==> config.mk <==
export PLATFORM = sky130hd
export DESIGN_NAME = fifo_rd_pack
export DESIGN_NICKNAME = d
export VERILOG_FILES = /design/src/rtl/fifo_rd_pack.sv
export SDC_FILE = /design/constraint.sdc
export NUM_CORES = 1
export LEC_CHECK = 0
export ABC_AREA = 1
export CORE_MARGIN = 5
export CORE_UTILIZATION = 42
export CTS_CLUSTER_SIZE = 20
export DETAILED_ROUTE_END_ITERATION = 8
export DONT_BUFFER_PORTS = 1
export PLACE_DENSITY_LB_ADDON = 0.2
export SYNTH_ARGS = -nofsm -noshare
export SYNTH_HDL_FRONTEND = slang
export SYNTH_SLANG_ARGS = --single-unit
==> constraint.sdc <==
create_clock -name rd_clk -period 1.4 [get_ports rd_clk]
set_input_delay 0 -clock rd_clk [delete_from_list [all_inputs] [get_ports rd_clk]]
set_output_delay 0 -clock rd_clk [all_outputs]
set_load 0.01 [all_outputs]
==> src/rtl/fifo_rd_pack.sv <==
// fifo_rd_pack: pops DATA_W-bit words from a first-word-fall-through FIFO
// and packs PACK_N of them into one output word. The first popped word
// lands in the LSBs. A flush request emits a partially filled word, and
// the unfilled slots read as zero.
// Optional feature: define FIFO_RD_PARITY_EN to drive out_par with the
// even parity of out_data. Without it, out_par is tied to 0.
module fifo_rd_pack #(
    parameter int DATA_W = 4,
    parameter int PACK_N = 2
) (
    input  logic                         rd_clk,
    input  logic                         rd_rst,
    input  logic                         empty,
    input  logic [DATA_W-1:0]            rd_data,
    output logic                         rd_en,
    input  logic                         flush,
    output logic [DATA_W*PACK_N-1:0]     out_data,
    output logic [$clog2(PACK_N+1)-1:0]  out_len,
    output logic                         out_valid,
    input  logic                         out_ready,
    output logic                         out_par
);

    localparam int CNT_W = $clog2(PACK_N+1);
    localparam logic [CNT_W-1:0] LAST = CNT_W'(PACK_N-1);

    localparam logic [0:0] FILL = 1'b0;
    localparam logic [0:0] OUT  = 1'b1;

    logic [0:0]               state_q;
    logic [CNT_W-1:0]         cnt_q;
    logic [DATA_W*PACK_N-1:0] data_q;
    logic [DATA_W*PACK_N-1:0] data_d;
    logic                     flush_go;
    logic                     pop;
    logic                     xfer;

    // A flush with at least one collected word wins over a pop in the same cycle.
    assign flush_go = (state_q == FILL) && flush && (cnt_q != '0);
    assign pop      = !rd_rst && (state_q == FILL) && !empty && !flush_go;
    assign xfer     = (state_q == OUT) && out_ready;

    assign rd_en     = pop;
    assign out_valid = (state_q == OUT);
    // cnt_q already holds the word count when the block is in OUT.
    assign out_len   = (state_q == OUT) ? cnt_q : '0;
    assign out_data  = data_q;

    // Next slot contents: write the popped word into slot cnt, or clear all slots on transfer.
    always_comb begin
        data_d = data_q;
        if (pop) begin
            for (int unsigned k = 0; k < PACK_N; k++) begin
                if (cnt_q == CNT_W'(k)) begin
                    data_d[k*DATA_W +: DATA_W] = rd_data;
                end
            end
        end
        if (xfer) begin
            data_d = '0;
        end
    end

    // FILL/OUT sequencing, word count and slot storage.
    always_ff @(posedge rd_clk) begin
        if (rd_rst) begin
            state_q <= FILL;
            cnt_q   <= '0;
            data_q  <= '0;
        end else begin
            data_q <= data_d;
            case (state_q)
                FILL: begin
                    if (flush_go) begin
                        state_q <= OUT;
                    end else if (pop) begin
                        cnt_q <= cnt_q + CNT_W'(1);
                        if (cnt_q == LAST) begin
                            state_q <= OUT;
                        end
                    end
                end
                default: begin
                    if (out_ready) begin
                        state_q <= FILL;
                        cnt_q   <= '0;
                    end
                end
            endcase
        end
    end

`ifdef FIFO_RD_PARITY_EN
    logic par_q;

    // Parity is registered from the same next-state value as data_q, so it tracks out_data exactly.
    always_ff @(posedge rd_clk) begin
        if (rd_rst) begin
            par_q <= 1'b0;
        end else begin
            par_q <= ^data_d;
        end
    end

    assign out_par = par_q;
`else
    assign out_par = 1'b0;
`endif

endmodule

==> results.py, run 1 <==
metrics = {
    "yosys": {
        "synthAdderAreaFrac": 0.0459,
        "synth_compound_area_frac": 0.0734,
        "synthXorXnorAreaFrac": 0,
        "ys_ff_latch": 11,
        "muxShareOfSynthArea": 0,
        "synthCells": 75,
        "synth_top_family_by_area": "simple AND/OR/NAND/NOR gates",
        "yosysSeqAreaShare": 0.404,
        "synth-simple-area-share": 0.367,
        "synth_area_um2": 546,
        "synth_cell_types": 14,
        "synth_top_area_frac": 0.404,
        "netlist_top_cells_area": "dfxtp_1, nand2_1, inv_1",
        "yosysWarnings": 0,
        "avgSynthCellArea_um2": 7.27,
        "synth_top_area_cell": "dfxtp_1",
        "synth_nets": 86,
    },
    "setup_path": {
        "worst-path-max-fanout": 4,
        "crit_chain": "inv_1 > ha_1 > inv_1 > nand2_2 > nand3_2 > inv_1",
        "r2r_start": "cnt_q[0]",
        "crit_top_cell": "inv_1",
        "crit_path_start_kind": "flip-flop",
        "critPathCaptureType": "output pin",
        "crit_required_ns": 1.40,
        "crit_start": "cnt_q[0]",
        "worstPathArrival_ns": 1.24,
        "critical_path.max_stage_delay_ns": 0.35,
        "worstSetupPathType": "flip-flop to output pin",
        "slowest_stage": "dfxtp_1",
    },
    "detailed_routing": {
        "drt-wirelength-per-cell_um": 10.9,
        "drc": 0,
        "detail_route.iter0.violations": 8,
        "via_per_inst": 4.65,
        "vias": 479,
        "firstDrtPassIters": 4,
        "drt-total-wl_um": 1120,
        "final_antenna_net_count": 0,
    },
    "place": {
        "dp_slack_ns": 0.215,
        "hpwl_um": 872,
        "place_inst": 91,
        "portBuffers": 0,
        "place_congestion": 0.767,
    },
    "pwr": {
        "p_seq_frac": 0.514,
        "clockPowerShare": 0.311,
        "ir_worst_vdd_mv": 0.676,
        "p_int_mw": 0.491,
        "p_switching_mw": 0.189,
        "p_comb_frac": 0.176,
        "switching_share": 0.278,
        "p_leak_nw": 0.323,
        "power_mw": 0.681,
        "power_per_cell_area_nw_per_um2": 1000,
    },
    "sta": {
        "finalCritPeriodShare": 0.882,
        "rsz0062_at_grt": "no",
        "fmax_mhz": 809,
        "holdWs_ns": 0.0102,
        "skew_ns": 0.00665,
        "final_hold_viol_count": 0,
        "tns_ns": 0,
        "final_max_slew_viol_count": 0,
        "finalSetupViolCount": 0,
        "fin_ws_ns": 0.165,
        "fin_crit_ns": 1.24,
    },
    "die": {
        "num_rows": 13,
        "io_pins": 22,
        "dieArea_um2": 2120,
        "die_h_um": 46.0,
        "fp.coreArea_um2": 1270,
        "dieWidth_um": 46.0,
        "start_util": 0.430,
    },
    "layout": {
        "regArea_um2": 220,
        "final_cells": 103,
        "syn_to_final_growth_pct": 24.3,
        "num_antenna_cells": 0,
        "layout-drive-gt1-share": 0.136,
        "fillerInstances": 126,
        "nets": 100,
        "multi_input_area_um2": 269,
    },
    "global_routing": {
        "overflow": 0,
        "grt_first_pass_wirelength_um": 1940,
        "antenna_found_initial": 0,
        "grt_max_degree": 10,
        "grt_util_all_layers": 0.133,
        "grt_pass1_vias": 470,
    },
    "cts": {
        "cts_made_buffers": 3,
        "cts_buffer_depth": 2,
        "cts_tree": "built",
        "cts_setup_buffers": 0,
        "insertion_delay_ns": 0.26,
        "cts_max_level": 1,
        "clock-root-buffer": "clkbuf_4",
        "clock-sinks": 11,
        "clk_pin_slew_worst_paths_ns": 0.07,
    },
    "hold_path": {
        "hold_path.class": "input port to flip-flop",
        "hold_start": "rd_rst",
    },
    "outcome": {
        "status": "finished clean",
    },
    "flow_run": {
        "cap_violations": 0,
    },
}
flip-flops by register name, summed over array words and instances (netlist names):
| name | cells |
|---|---|
| out_data | 8 |
| cnt_q | 2 |
| out_valid | 1 |
synthesized netlist by cell type:
| cell type | number |
|---|---|
| nand2_1 | 18 |
| inv_1 | 13 |
| dfxtp_1 | 11 |
| a21oi_1 | 8 |
| nor2_1 | 8 |
| nand3_1 | 6 |
| ha_1 | 2 |
| nand2_2 | 2 |
| nor2_2 | 2 |
| buf_4 | 1 |
| conb_1 | 1 |
| nand3_2 | 1 |
| nand4_4 | 1 |
| nor3_4 | 1 |
logic make-up (layout without fill, tap and decap cells):
group                    count (synthesis)  in the layout
AO/OA/AOI/OAI                            8              8
adder cells (fa/ha/maj)                  2              2
other                                    1              1
AND/OR/NAND/NOR                         39             39
flip-flops                              11             11
buffers and inverters                   14             27
repair_timing:
item | in CTS | in global routing
hold buffers | 8 | 0
hold endpoints to repair | 11 | 0
gates resized for setup | 0 | 0
layout by cell type (no fill, tap or decap), drive strengths merged:
cell	Yosys	final
nor2	10	10
nand3	7	7
dfxtp	11	11
inv	13	13
conb	1	1
dlygate4sd3	0	8
clkbuf	0	4
a21oi	8	8
nand2	20	20
ha	2	2
buf	1	2
nand4	1	1
nor3	1	1
area by class of cell:
| class | count | share of cell area |
|---|---|---|
| timing repair buffer | 10 | 0.140 |
| multi-input combinational | 50 | 0.397 |
| tap | 15 | 0.0277 |
| clock buffer | 4 | 0.0387 |
| sequential | 11 | 0.325 |
| inverter | 13 | 0.0720 |
final timing paths:
check        cells past startpoint           to  slack, ns
max                              6        rd_en       0.16
min                              3    out_valid       0.01
max reg2reg                      7  out_data[5]       0.22
min reg2reg                      2     cnt_q[1]       0.51
worst max-delay path: cells and delay by family (launching register included):
kind	cells	cell delay, ns
simple gates	2	0.18
fa+ha+maj	1	0.21
buf+inv	3	0.23
flops	1	0.35
routing by layer:
metal	vias up	GRT usage	wire length, µm
li1	258	-	-
met1	201	0.156	476
met2	18	0.187	501
met3	2	0.0672	122
met4	0	0.0852	17
met5	-	0	0
per-stage QoR:
| stage | instance area (µm²) | utilization |
|---|---|---|
| global placement | 572 | 0.451 |
| global route | 678 | 0.535 |
| CTS | 678 | 0.535 |
| detailed placement | 572 | 0.451 |
| finish | 678 | 0.535 |
| floorplan | 546 | - |
power by group through the flow:
stage	registers, mW	clock network (mW)	logic [mW]
3_5_place_dp	0.358	0	0.0974
3_3_place_gp	0.357	0	0.0973
4_1_cts	0.350	0.223	0.122
6_report	0.350	0.211	0.120
5_1_grt	0.352	0.235	0.138
2_1_floorplan	0.356	0	0.0755
No activity file was read; power rests on OpenSTA's default activity.
==> inputs of run 2 (changes only) <==
--- a/config.mk
+++ b/config.mk
@@ -5,11 +5,10 @@
 export SDC_FILE = /design/constraint.sdc
 export NUM_CORES = 1
 export LEC_CHECK = 0
-export ABC_AREA = 1
-export CORE_MARGIN = 5
-export CORE_UTILIZATION = 42
+export CORE_AREA = 5 5 42 44
 export CTS_CLUSTER_SIZE = 20
 export DETAILED_ROUTE_END_ITERATION = 8
+export DIE_AREA = 0 0 47 49
 export DONT_BUFFER_PORTS = 1
 export PLACE_DENSITY_LB_ADDON = 0.2
 export SYNTH_ARGS = -nofsm -noshare
==> run 2 against run 1 <==
Effect of this change: the run now ends with negative hold slack left; sequential power increased by 7.7%; wire length decreased by 5.0%; combinational power up 47%; first-iteration DRC count is 63% lower; fmax fell by 2.7%; die area is 8.6% higher; final cell count is 15% lower; design area is 1.3% lower; non-clock buffer count stayed put; critical path depth fell by 1; synthesized area down 1.1%; critical path type unchanged; largest cell class unchanged; highest routed layer unchanged.
==> results.py, run 2 <==
metrics = {
    "detailed_routing": {
        "detail_route.iter0.violations": 3,
        "vias": 414,
        "wl_met2_um": 511,
        "drc": 0,
        "drt-wirelength-per-cell_um": 12.1,
        "top_layer": "met4",
        "wl_met3_um": 104,
        "firstDrtPassIters": 2,
        "drt-total-wl_um": 1060,
        "via_per_inst": 4.70,
        "met1Wirelength_um": 434,
        "final_antenna_net_count": 0,
    },
    "yosys": {
        "synth_cell_types": 21,
        "synth.most_common_cell": "nand2_1",
        "synth_top_area_cell": "dfxtp_1",
        "avgSynthCellArea_um2": 8.99,
        "ys_ff_latch": 11,
        "synth-edff-count": 0,
        "synthTopCellsByCount": "nand2_1, dfxtp_1, inv_1",
        "synth_nets": 71,
        "synth_area_um2": 539,
        "synth-main-ff-cell": "dfxtp_1",
        "yosysSeqAreaShare": 0.408,
        "synth_top_area_frac": 0.408,
        "yosysWarnings": 0,
        "netlist_top_cells_area": "dfxtp_1, nand2_1, mux2i_1",
        "synthCells": 60,
        "async_reset_ff_frac": 0,
    },
    "setup_path": {
        "critPathCaptureType": "output pin",
        "crit_top_cell": "inv_1",
        "crit_chain": "inv_1 > ha_1 > nand2b_2 > nand2_1 > inv_1",
        "crit_path_start_kind": "flip-flop",
        "worstPathArrival_ns": 1.27,
        "critical_path.max_stage_delay_ns": 0.34,
        "crit_required_ns": 1.40,
        "worstSetupPathType": "flip-flop to output pin",
        "slowest_stage": "dfxtp_1",
        "worst-path-max-fanout": 3,
    },
    "layout": {
        "final_cell_mix": "nand2_1, dfxtp_1, inv_1, dlygate4sd3_1",
        "layout-drive-gt1-share": 0.167,
        "largest_reg_flops": 8,
        "stdcell_area_um2": 669,
        "syn_to_final_growth_pct": 24.1,
        "num_antenna_cells": 0,
        "layout_commonest_cell": "nand2_1",
        "fillerInstances": 139,
        "nets": 84,
    },
    "cts": {
        "clk_pin_slew_worst_paths_ns": 0.06,
        "clock-root-buffer": "clkbuf_4",
        "cts_buffer_depth": 2,
        "clock-sinks": 11,
        "cts_made_buffers": 3,
        "cts_tree": "built",
        "cts_max_level": 1,
        "insertion_delay_ns": 0.26,
    },
    "pwr": {
        "power_per_cell_area_nw_per_um2": 1140,
        "ir_worst_vdd_mv": 0.523,
        "p_leak_nw": 0.298,
    },
    "outcome": {
        "status": "complete, but fails checks",
        "violations": "negative hold slack",
    },
    "die": {
        "dieWidth_um": 47,
        "fp.coreArea_um2": 1400,
        "start_util": 0.385,
        "num_rows": 14,
        "dieArea_um2": 2300,
        "die_h_um": 49,
        "io_pins": 22,
    },
    "sta": {
        "final_max_slew_viol_count": 0,
        "skew_ns": 0.000418,
        "finalCritPeriodShare": 0.907,
        "fmax_mhz": 787,
        "fin_crit_ns": 1.27,
        "rsz0062_at_grt": "no",
        "tns_ns": 0,
        "finalSetupViolCount": 0,
        "final_hold_viol_count": 1,
        "holdWs_ns": -0.00154,
    },
    "hold_path": {
        "hold_path.class": "input port to flip-flop",
    },
    "flow_run": {
        "cap_violations": 0,
    },
    "place": {
        "hpwl_um": 801,
        "place_congestion": 0.771,
        "dpl-instance-area_um2": 559,
        "portBuffers": 0,
    },
    "global_routing": {
        "grt_util_all_layers": 0.108,
        "grt_pass1_vias": 432,
        "antenna_found_initial": 0,
        "overflow": 0,
        "grt_max_degree": 12,
        "grt_first_pass_wirelength_um": 1790,
    },
}
==> run 2: changes by cell type after synthesis, moves of 4 or more <==
cell     delta
nand2_1     -4
inv_1       -6
mux2i_1     +4
a21oi_1     -7
nor2_1      -7
nand3_1     -6
o21ai_0     +4
==> run 2: final timing paths <==
| check | from | to | slack [ns] | cells past startpoint |
|---|---|---|---|---|
| max | cnt_q[1] | rd_en | 0.13 | 5 |
| min | flush | cnt_q[0] | -0.002 | 3 |
| max reg2reg | cnt_q[1] | cnt_q[1] | 0.18 | 6 |
| min reg2reg | cnt_q[1] | cnt_q[1] | 0.48 | 2 |
==> run 2: layer usage <==
metal,vias up,track usage
met5,-,0
met4,0,0.0829
met3,2,0.0258
met2,13,0.158
met1,182,0.130
li1,217,-
==> run 2: area by class of cell <==
| cell class | count | area (µm²) | area share |
|---|---|---|---|
| Tap cell | 16 | 20.0 | 0.0299 |
| Sequential cell | 11 | 220 | 0.329 |
| Inverter | 7 | 26.3 | 0.0393 |
| Multi-Input combinational cell | 40 | 284 | 0.424 |
| Clock buffer | 4 | 26.3 | 0.0393 |
| Timing Repair Buffer | 10 | 92.6 | 0.138 |
==> run 2: cells by family after synthesis <==
logic type / synth area share
buffers and inverters: 0.0766
adders and majority gates: 0.0464
DFF: 0.408
AOI/OAI and AO/OA: 0.102
and+or+nand+nor: 0.285
muxes: 0.0742
other: 0.00695
==> run 2: worst max-delay path: cells and delay by family (launching register included) <==
family,cells,cell delay (ns)
DFF,1,0.34
and+or+nand+nor,2,0.31
adders and majority gates,1,0.20
buffers and inverters,2,0.15
==> run 2: repair_timing <==
item / in CTS / in global routing
gates resized for setup: 0 / 2
setup buffers: 0 / 1
endpoints found under the hold margin: 11 / 1
endpoints found under the setup margin: 0 / 7
hold buffers: 6 / 1
==> run 2: power by group <==
| part | switching, mW | internal [mW] | leakage [nW] | total (mW) |
|---|---|---|---|---|
| clock | 0.0981 | 0.110 | 0.0150 | 0.208 |
| combinational | 0.0940 | 0.0827 | 0.193 | 0.177 |
| sequential | 0.0305 | 0.347 | 0.0899 | 0.377 |
| total | 0.223 | 0.540 | 0.298 | 0.762 |
==> run 2: through the flow <==
stage | total power, mW | utilization | cells | hold WS [ns] | setup slack, ns
finish | 0.762 | 0.478 | 88 | -0.00154 | 0.130
detailed placement | 0.536 | 0.399 | 76 | 0.120 | 0.115
global route | 0.816 | 0.478 | 88 | 0.0343 | 0.00366
CTS | 0.770 | 0.461 | 86 | 0.0378 | 0.0908
global placement | 0.534 | 0.399 | 76 | 0.116 | 0.140
floorplan | 0.499 | - | 60 | 0.109 | 0.216
